## config.mk

```make
export PLATFORM = sky130hd
export DESIGN_NAME = muldiv_sequencer_flat
export DESIGN_NICKNAME = d
export VERILOG_FILES = /design/src/rtl/muldiv_sequencer_if.sv /design/src/rtl/muldiv_sequencer.sv /design/src/flat_wrapper.sv
export SDC_FILE = /design/constraint.sdc
export NUM_CORES = 1
export LEC_CHECK = 0
export CORE_MARGIN = 2
export CORE_UTILIZATION = 60
export CTS_CLUSTER_SIZE = 20
export DETAILED_ROUTE_END_ITERATION = 6
export PLACE_DENSITY_LB_ADDON = 0.25
export REMOVE_ABC_BUFFERS = 1
export SETUP_SLACK_MARGIN = 0.05
export SLEW_MARGIN = 20
export SYNTH_ARGS = -nofsm -noshare
export SYNTH_HDL_FRONTEND = slang
export SYNTH_SLANG_ARGS = --single-unit
export TNS_END_PERCENT = 100
```

## constraint.sdc

```tcl
create_clock -name clock -period 8.8 [get_ports clock]
set_clock_uncertainty 0.1 [all_clocks]
set_input_delay 1.76 -clock clock [delete_from_list [all_inputs] [get_ports clock]]
set_output_delay 1.76 -clock clock [all_outputs]
set_load 0.01 [all_outputs]
```

## src/rtl/muldiv_sequencer_if.sv

```systemverilog
`default_nettype none
//==============================================================================
// Module   : muldiv_sequencer_if
// Brief    : Request/result bundle between the execute stage and the
//            multiply/divide sequencer.
// Revision : 1.0 - initial release
//==============================================================================
interface muldiv_sequencer_if #(
    parameter int WIDTH = 32
);
    logic             start;
    logic [1:0]       op;
    logic [WIDTH-1:0] Read_data_1;
    logic [WIDTH-1:0] Read_data_2;
    logic             mthi;
    logic             mtlo;
    logic [WIDTH-1:0] HI;
    logic [WIDTH-1:0] LO;
    logic             busy;
    logic             done;
    logic             div_by_zero;

    modport master (
        output start, op, Read_data_1, Read_data_2, mthi, mtlo,
        input  HI, LO, busy, done, div_by_zero
    );

    modport slave (
        input  start, op, Read_data_1, Read_data_2, mthi, mtlo,
        output HI, LO, busy, done, div_by_zero
    );
endinterface
`default_nettype wire

```

## src/rtl/muldiv_sequencer.sv

```systemverilog
`default_nettype none
//==============================================================================
// Module   : muldiv_sequencer
// Brief    : Iterative MULT/MULTU/DIV/DIVU sequencer that owns HI/LO.
//            Define MULDIV_FAST_MULT_EN for a single-cycle multiply.
// Revision : 1.0 - initial release
//==============================================================================
module muldiv_sequencer #(
    parameter int WIDTH = 32
) (
    input  wire logic         clock,
    input  wire logic         reset,
    muldiv_sequencer_if.slave bus
);
    typedef enum logic [1:0] {
        S_IDLE = 2'd0,
        S_CALC = 2'd1,
        S_FIX  = 2'd2
    } state_t;

    localparam logic [5:0] c_LAST_CNT = 6'(WIDTH - 1);

    state_t             r_state;
    state_t             w_state_nxt;
    logic [5:0]         r_cnt;
    logic               r_is_div;
    logic               r_sign_q;
    logic               r_sign_r;
    logic [WIDTH-1:0]   r_opb;
    logic [WIDTH-1:0]   r_raw_rs;
    logic [2*WIDTH-1:0] r_prod;
    logic [WIDTH-1:0]   r_hi;
    logic [WIDTH-1:0]   r_lo;
    logic               r_done;
    logic               r_dbz;

    logic               w_signed;
    logic [WIDTH-1:0]   w_rs_abs;
    logic [WIDTH-1:0]   w_rt_abs;
    logic [WIDTH:0]     w_div_rem;
    logic [WIDTH:0]     w_div_diff;
    logic [2*WIDTH-1:0] w_div_next;
    logic [2*WIDTH-1:0] w_mul_next;
    logic [WIDTH-1:0]   w_quo;
    logic [WIDTH-1:0]   w_rem;

    // Magnitudes are taken as unsigned, so 0x80000000 keeps its bit pattern.
    assign w_signed = ~bus.op[0];
    assign w_rs_abs = (w_signed && bus.Read_data_1[WIDTH-1]) ? -bus.Read_data_1 : bus.Read_data_1;
    assign w_rt_abs = (w_signed && bus.Read_data_2[WIDTH-1]) ? -bus.Read_data_2 : bus.Read_data_2;

    // Restoring step: shift {rem, quo} left, trial-subtract the divisor, keep on no borrow.
    assign w_div_rem  = r_prod[2*WIDTH-1:WIDTH-1];
    assign w_div_diff = w_div_rem - {1'b0, r_opb};
    assign w_div_next = w_div_diff[WIDTH]
                      ? {w_div_rem[WIDTH-1:0],  r_prod[WIDTH-2:0], 1'b0}
                      : {w_div_diff[WIDTH-1:0], r_prod[WIDTH-2:0], 1'b1};

`ifdef MULDIV_FAST_MULT_EN
    localparam logic c_FAST_MULT = 1'b1;
    assign w_mul_next = {{WIDTH{1'b0}}, r_opb} * {{WIDTH{1'b0}}, r_prod[WIDTH-1:0]};
`else
    localparam logic c_FAST_MULT = 1'b0;
    logic [WIDTH:0] w_mul_sum;
    // Shift-add: {acc, multiplier} moves right once per step, adding the multiplicand on a 1.
    assign w_mul_sum  = {1'b0, r_prod[2*WIDTH-1:WIDTH]} + {1'b0, r_opb};
    assign w_mul_next = r_prod[0] ? {w_mul_sum, r_prod[WIDTH-1:1]}
                                  : {1'b0, r_prod[2*WIDTH-1:1]};
`endif

    assign w_quo = r_prod[WIDTH-1:0];
    assign w_rem = r_prod[2*WIDTH-1:WIDTH];

    always_comb begin
        w_state_nxt = r_state;
        case (r_state)
            S_IDLE: if (bus.start) w_state_nxt = S_CALC;
            S_CALC: if ((r_cnt == c_LAST_CNT) || (c_FAST_MULT && !r_is_div)) w_state_nxt = S_FIX;
            S_FIX:  w_state_nxt = S_IDLE;
            default: w_state_nxt = S_IDLE;
        endcase
    end

    always_ff @(posedge clock or posedge reset) begin
        if (reset) r_state <= S_IDLE;
        else       r_state <= w_state_nxt;
    end

    always_ff @(posedge clock or posedge reset) begin
        if (reset) begin
            r_cnt    <= '0;
            r_is_div <= 1'b0;
            r_sign_q <= 1'b0;
            r_sign_r <= 1'b0;
            r_opb    <= '0;
            r_raw_rs <= '0;
            r_prod   <= '0;
            r_hi     <= '0;
            r_lo     <= '0;
            r_done   <= 1'b0;
            r_dbz    <= 1'b0;
        end else begin
            r_done <= 1'b0;
            case (r_state)
                S_IDLE: begin
                    if (bus.mthi) r_hi <= bus.Read_data_1;
                    if (bus.mtlo) r_lo <= bus.Read_data_1;
                    if (bus.start) begin
                        r_is_div <= bus.op[1];
                        r_sign_q <= w_signed & (bus.Read_data_1[WIDTH-1] ^ bus.Read_data_2[WIDTH-1]);
                        r_sign_r <= w_signed & bus.Read_data_1[WIDTH-1];
                        r_raw_rs <= bus.Read_data_1;
                        r_cnt    <= '0;
                        // Divide: low half holds the dividend; multiply: low half holds the multiplier.
                        if (bus.op[1]) begin
                            r_opb  <= w_rt_abs;
                            r_prod <= {{WIDTH{1'b0}}, w_rs_abs};
                        end else begin
                            r_opb  <= w_rs_abs;
                            r_prod <= {{WIDTH{1'b0}}, w_rt_abs};
                        end
                    end
                end
                S_CALC: begin
                    r_cnt  <= r_cnt + 6'd1;
                    r_prod <= r_is_div ? w_div_next : w_mul_next;
                end
                S_FIX: begin
                    r_done <= 1'b1;
                    r_dbz  <= 1'b0;
                    if (r_is_div) begin
                        if (r_opb == '0) begin
                            r_hi  <= r_raw_rs;
                            r_lo  <= '1;
                            r_dbz <= 1'b1;
                        end else begin
                            r_lo <= r_sign_q ? -w_quo : w_quo;
                            r_hi <= r_sign_r ? -w_rem : w_rem;
                        end
                    end else begin
                        {r_hi, r_lo} <= r_sign_q ? -r_prod : r_prod;
                    end
                end
                default: ;
            endcase
        end
    end

    assign bus.HI          = r_hi;
    assign bus.LO          = r_lo;
    assign bus.busy        = (r_state != S_IDLE);
    assign bus.done        = r_done;
    assign bus.div_by_zero = r_dbz;
endmodule
`default_nettype wire

```

## src/flat_wrapper.sv

```systemverilog
// flat-port wrapper written by rule: the top's interface ports become plain ports
module muldiv_sequencer_flat 
#(
    parameter int WIDTH = 32
)
  (clock, reset, bus_start, bus_op, bus_Read_data_1, bus_Read_data_2, bus_mthi, bus_mtlo, bus_HI, bus_LO, bus_busy, bus_done, bus_div_by_zero);
  muldiv_sequencer_if #(.WIDTH(WIDTH)) bus_i ();
  input  wire logic clock;
  input  wire logic reset;
  input wire logic [$bits(bus_i.start)-1:0] bus_start;
  input wire logic [$bits(bus_i.op)-1:0] bus_op;
  input wire logic [$bits(bus_i.Read_data_1)-1:0] bus_Read_data_1;
  input wire logic [$bits(bus_i.Read_data_2)-1:0] bus_Read_data_2;
  input wire logic [$bits(bus_i.mthi)-1:0] bus_mthi;
  input wire logic [$bits(bus_i.mtlo)-1:0] bus_mtlo;
  output wire logic [$bits(bus_i.HI)-1:0] bus_HI;
  output wire logic [$bits(bus_i.LO)-1:0] bus_LO;
  output wire logic [$bits(bus_i.busy)-1:0] bus_busy;
  output wire logic [$bits(bus_i.done)-1:0] bus_done;
  output wire logic [$bits(bus_i.div_by_zero)-1:0] bus_div_by_zero;
  assign bus_i.start = bus_start;
  assign bus_i.op = bus_op;
  assign bus_i.Read_data_1 = bus_Read_data_1;
  assign bus_i.Read_data_2 = bus_Read_data_2;
  assign bus_i.mthi = bus_mthi;
  assign bus_i.mtlo = bus_mtlo;
  assign bus_HI = bus_i.HI;
  assign bus_LO = bus_i.LO;
  assign bus_busy = bus_i.busy;
  assign bus_done = bus_i.done;
  assign bus_div_by_zero = bus_i.div_by_zero;
  muldiv_sequencer #(.WIDTH(WIDTH)) u_core (.clock(clock), .reset(reset), .bus(bus_i));
endmodule
```

==> impl_metrics.toml <==
[run_status]
status = "finished clean"

[sta]
grt_setup_unrepaired = "false"
holdWs_ns = 0.376
slew_viol_final = 0
maxClockFrequency_mhz = 212
maxSlewHeadroom_pct = 20.0
hold_viol = 0
period_share_pct = 53.5
fin_setup_tns_ns = 0
finalSetupViolCount = 0
max_slew.worst_pin.slew_ns = 1.20
period_minus_slack_ns = 4.71

[floorplan]
die_y_um = 174
io_pins = 138
dieWidth_um = 174
num_rows = 62
core-area_um2 = 28500
die_area_um2 = 30200
start_util_pct = 60.7

[critical_path]
crit_required_ns = 9.08
worstPathArrival_ns = 4.98
crit_path_max_fanout = 5
crit_type = "input pin to flop"
start_kind = "input pin"
end_kind = "flop"

[yosys]
yosys-top-cells-area = "dfrtp_1 (30%), nand2_1 (6.6%), xnor2_1 (6.2%)"
synthesis.area_um2 = 17300
synth_area_per_cell_um2 = 7.72
ys_seq_area_share_pct = 29.6
ys_async_sr_fraction_pct = 100
synth_top_area_share_pct = 29.6
synth_flop_cell = "dfrtp_1"
synth_enable_flop_cells = 0
netlist_instances = 2244
yosys_register_bits = 205
synth_cell_types = 83
yosys.area.top_type = "dfrtp_1"
yosys_warnings = 0

[route]
wirelength_um = 58400
drt-initial-drc-count = 2256
vias_per_cell = 6.64
firstDrtPassIters = 6
wl_per_cell_um = 22.0
vias = 17600
detail-route-antenna-nets = 0
drc = 0

[job]
maxCapViolCount = 0

[global_route]
grt_pass1_wl_um = 91400
antenna_found_initial = 0
grt_pass1_vias = 16600
track_usage_pct = 37.7
grt_max_degree = 127
overflow = 0

[place]
place_congestion = 0.980
place_hpwl_um = 41500
io_buffer_count = 137

[final_layout]
fin_util_pct = 68.5
nets = 2391
drive_above_1_share_pct = 4.98
syn_to_final_growth_pct = 13.0
antenna_cells = 0

[power_and_ir_drop]
powerDensity_nw_per_um2 = 368
p_leak_nw = 7.86
ir_worst_vdd_mv = 0.238

[cts]
clock_latency_ns = 0.54
cts_hold_buf = 0
cts_buffers = 24
cts_sinks = 205
postCtsSetupBuffers = 0
cts_max_level = 1
cts_resized = 0
root_buffer = "clkbuf_16"
clock_path_buffers = 3
clkTransAtPathRegs_ns = 0.06
cts_tree = "built"

[hold_path]
worstHoldPathType = "flop to flop"
[flip-flops by register name (all words and copies together) (netlist names)]
| name | flops |
|---|---|
| u_core.r_sign_q | 1 |
| u_core.r_sign_r | 1 |
| u_core.r_raw_rs | 32 |
| u_core.r_opb | 32 |
| u_core.r_state | 2 |
| u_core.bus.HI | 32 |
| u_core.bus.LO | 32 |
| u_core.r_is_div | 1 |
| u_core.r_prod | 64 |
| u_core.r_cnt | 6 |
| u_core.bus.done | 1 |
| u_core.bus.div_by_zero | 1 |
[critical path, stage by stage]
cell and delay, ns:
clkdlybuf4s50_1 0.51, nor4_2 0.68, nand4_1 0.34, nor4_1 0.61, nand3b_1 0.29, o41ai_1 0.38
xnor2_1 0.13, o211ai_1 0.19, a22oi_1 0.09
[placed cells by master, fill, tap and decap left out, types with 65 or more instances in the layout]
master	synthesis	final
o21ai_0	211	211
nand2_1	306	305
dfrtp_1	205	202
xor2_1	65	65
mux2i_1	82	82
xnor2_1	122	121
clkdlybuf4s50_1	0	136
nor2_1	166	163
ha_1	69	69
a21oi_1	211	211
[final cells by class]
type	instances	area, um^2
Sequential cell	205	5140
Clock inverter	13	196
Fill cell	2436	8980
Multi-Input combinational cell	1805	11300
Inverter	57	221
Timing Repair Buffer	156	1520
Tap cell	384	480
Clock buffer	31	678
[synth_stat cells, types with 8 or more instances]
master / n
xor2_1: 65
dfrtp_1: 205
o211ai_1: 31
or4_1: 17
clkbuf_1: 153
nor2_1: 166
nand3_1: 33
nor2b_1: 24
o221ai_1: 14
mux2i_1: 82
buf_2: 10
a21oi_1: 211
nand3b_1: 8
or3_1: 10
nor4_1: 21
a22oi_1: 8
o21ai_0: 211
nand2_1: 306
o21ai_1: 24
xnor2_1: 122
a211oi_1: 57
ha_1: 69
a21o_1: 14
and2_1: 12
o22ai_1: 50
nand2b_1: 27
a31oi_1: 19
o21a_1: 9
o41ai_1: 11
o31ai_1: 19
nand4_1: 10
buf_1: 12
inv_1: 57
nor3_1: 43
[per-stage QoR]
| step | std cells | instance area, um^2 | total power, mW | setup WS (ns) |
|---|---|---|---|---|
| floorplan | 2067 | 16600 | 4.80 | 1.34 |
| global placement | 2606 | 18700 | 5.82 | 3.74 |
| detailed placement | 2607 | 18700 | 5.94 | 3.64 |
| CTS | 2651 | 19600 | 7.09 | 4.18 |
| global route | 2651 | 19600 | 7.70 | 3.74 |
| finish | 2651 | 19600 | 7.20 | 4.09 |
[kinds of logic after synthesis]
| kind of cell | synth area share [%] |
|---|---|
| xor+xnor | 9.46 |
| mux | 5.20 |
| fa+ha+maj | 5.22 |
| flops | 29.6 |
| simple gates | 19.8 |
| buf+inv | 5.17 |
| compound gates | 25.5 |
[power by group]
| part | switching (mW) | total [mW] | internal (mW) |
|---|---|---|---|
| Clock | 0.425 | 1.11 | 0.689 |
| Sequential | 0.651 | 1.93 | 1.28 |
| Combinational | 2.31 | 4.15 | 1.84 |
| Total | 3.38 | 7.20 | 3.81 |
[per-layer routing]
layer  track usage, %  up-vias  wire [um]
li1                 -     8069          -
met1             53.3     8362      24400
met2             57.4      999      25800
met3             6.34      172       5920
met4             15.7        0       2330
met5                0        -          0
[path summary, 6_finish.rpt]
path                                          startpoint                            end  slack (ns)  depth (start not counted)
setup / recovery                      bus_Read_data_2[2]  u_core.r_prod[29]$_DFFE_PP0P_        4.09                          9
hold / removal              u_core.bus.HI[2]$_DFFE_PP0P_   u_core.bus.HI[2]$_DFFE_PP0P_        0.38                          2
setup reg to reg           u_core.r_prod[31]$_DFFE_PP0P_  u_core.r_prod[62]$_DFFE_PP0P_        4.10                         13
hold reg to reg             u_core.bus.HI[2]$_DFFE_PP0P_   u_core.bus.HI[2]$_DFFE_PP0P_        0.38                          2
max in group asynchronous                          reset   u_core.r_prod[0]$_DFFE_PP0P_        5.21                          3
min in group asynchronous                          reset  u_core.bus.LO[30]$_DFFE_PP0P_        1.73                          2
Note: power is estimated with default switching activity, not from simulation.
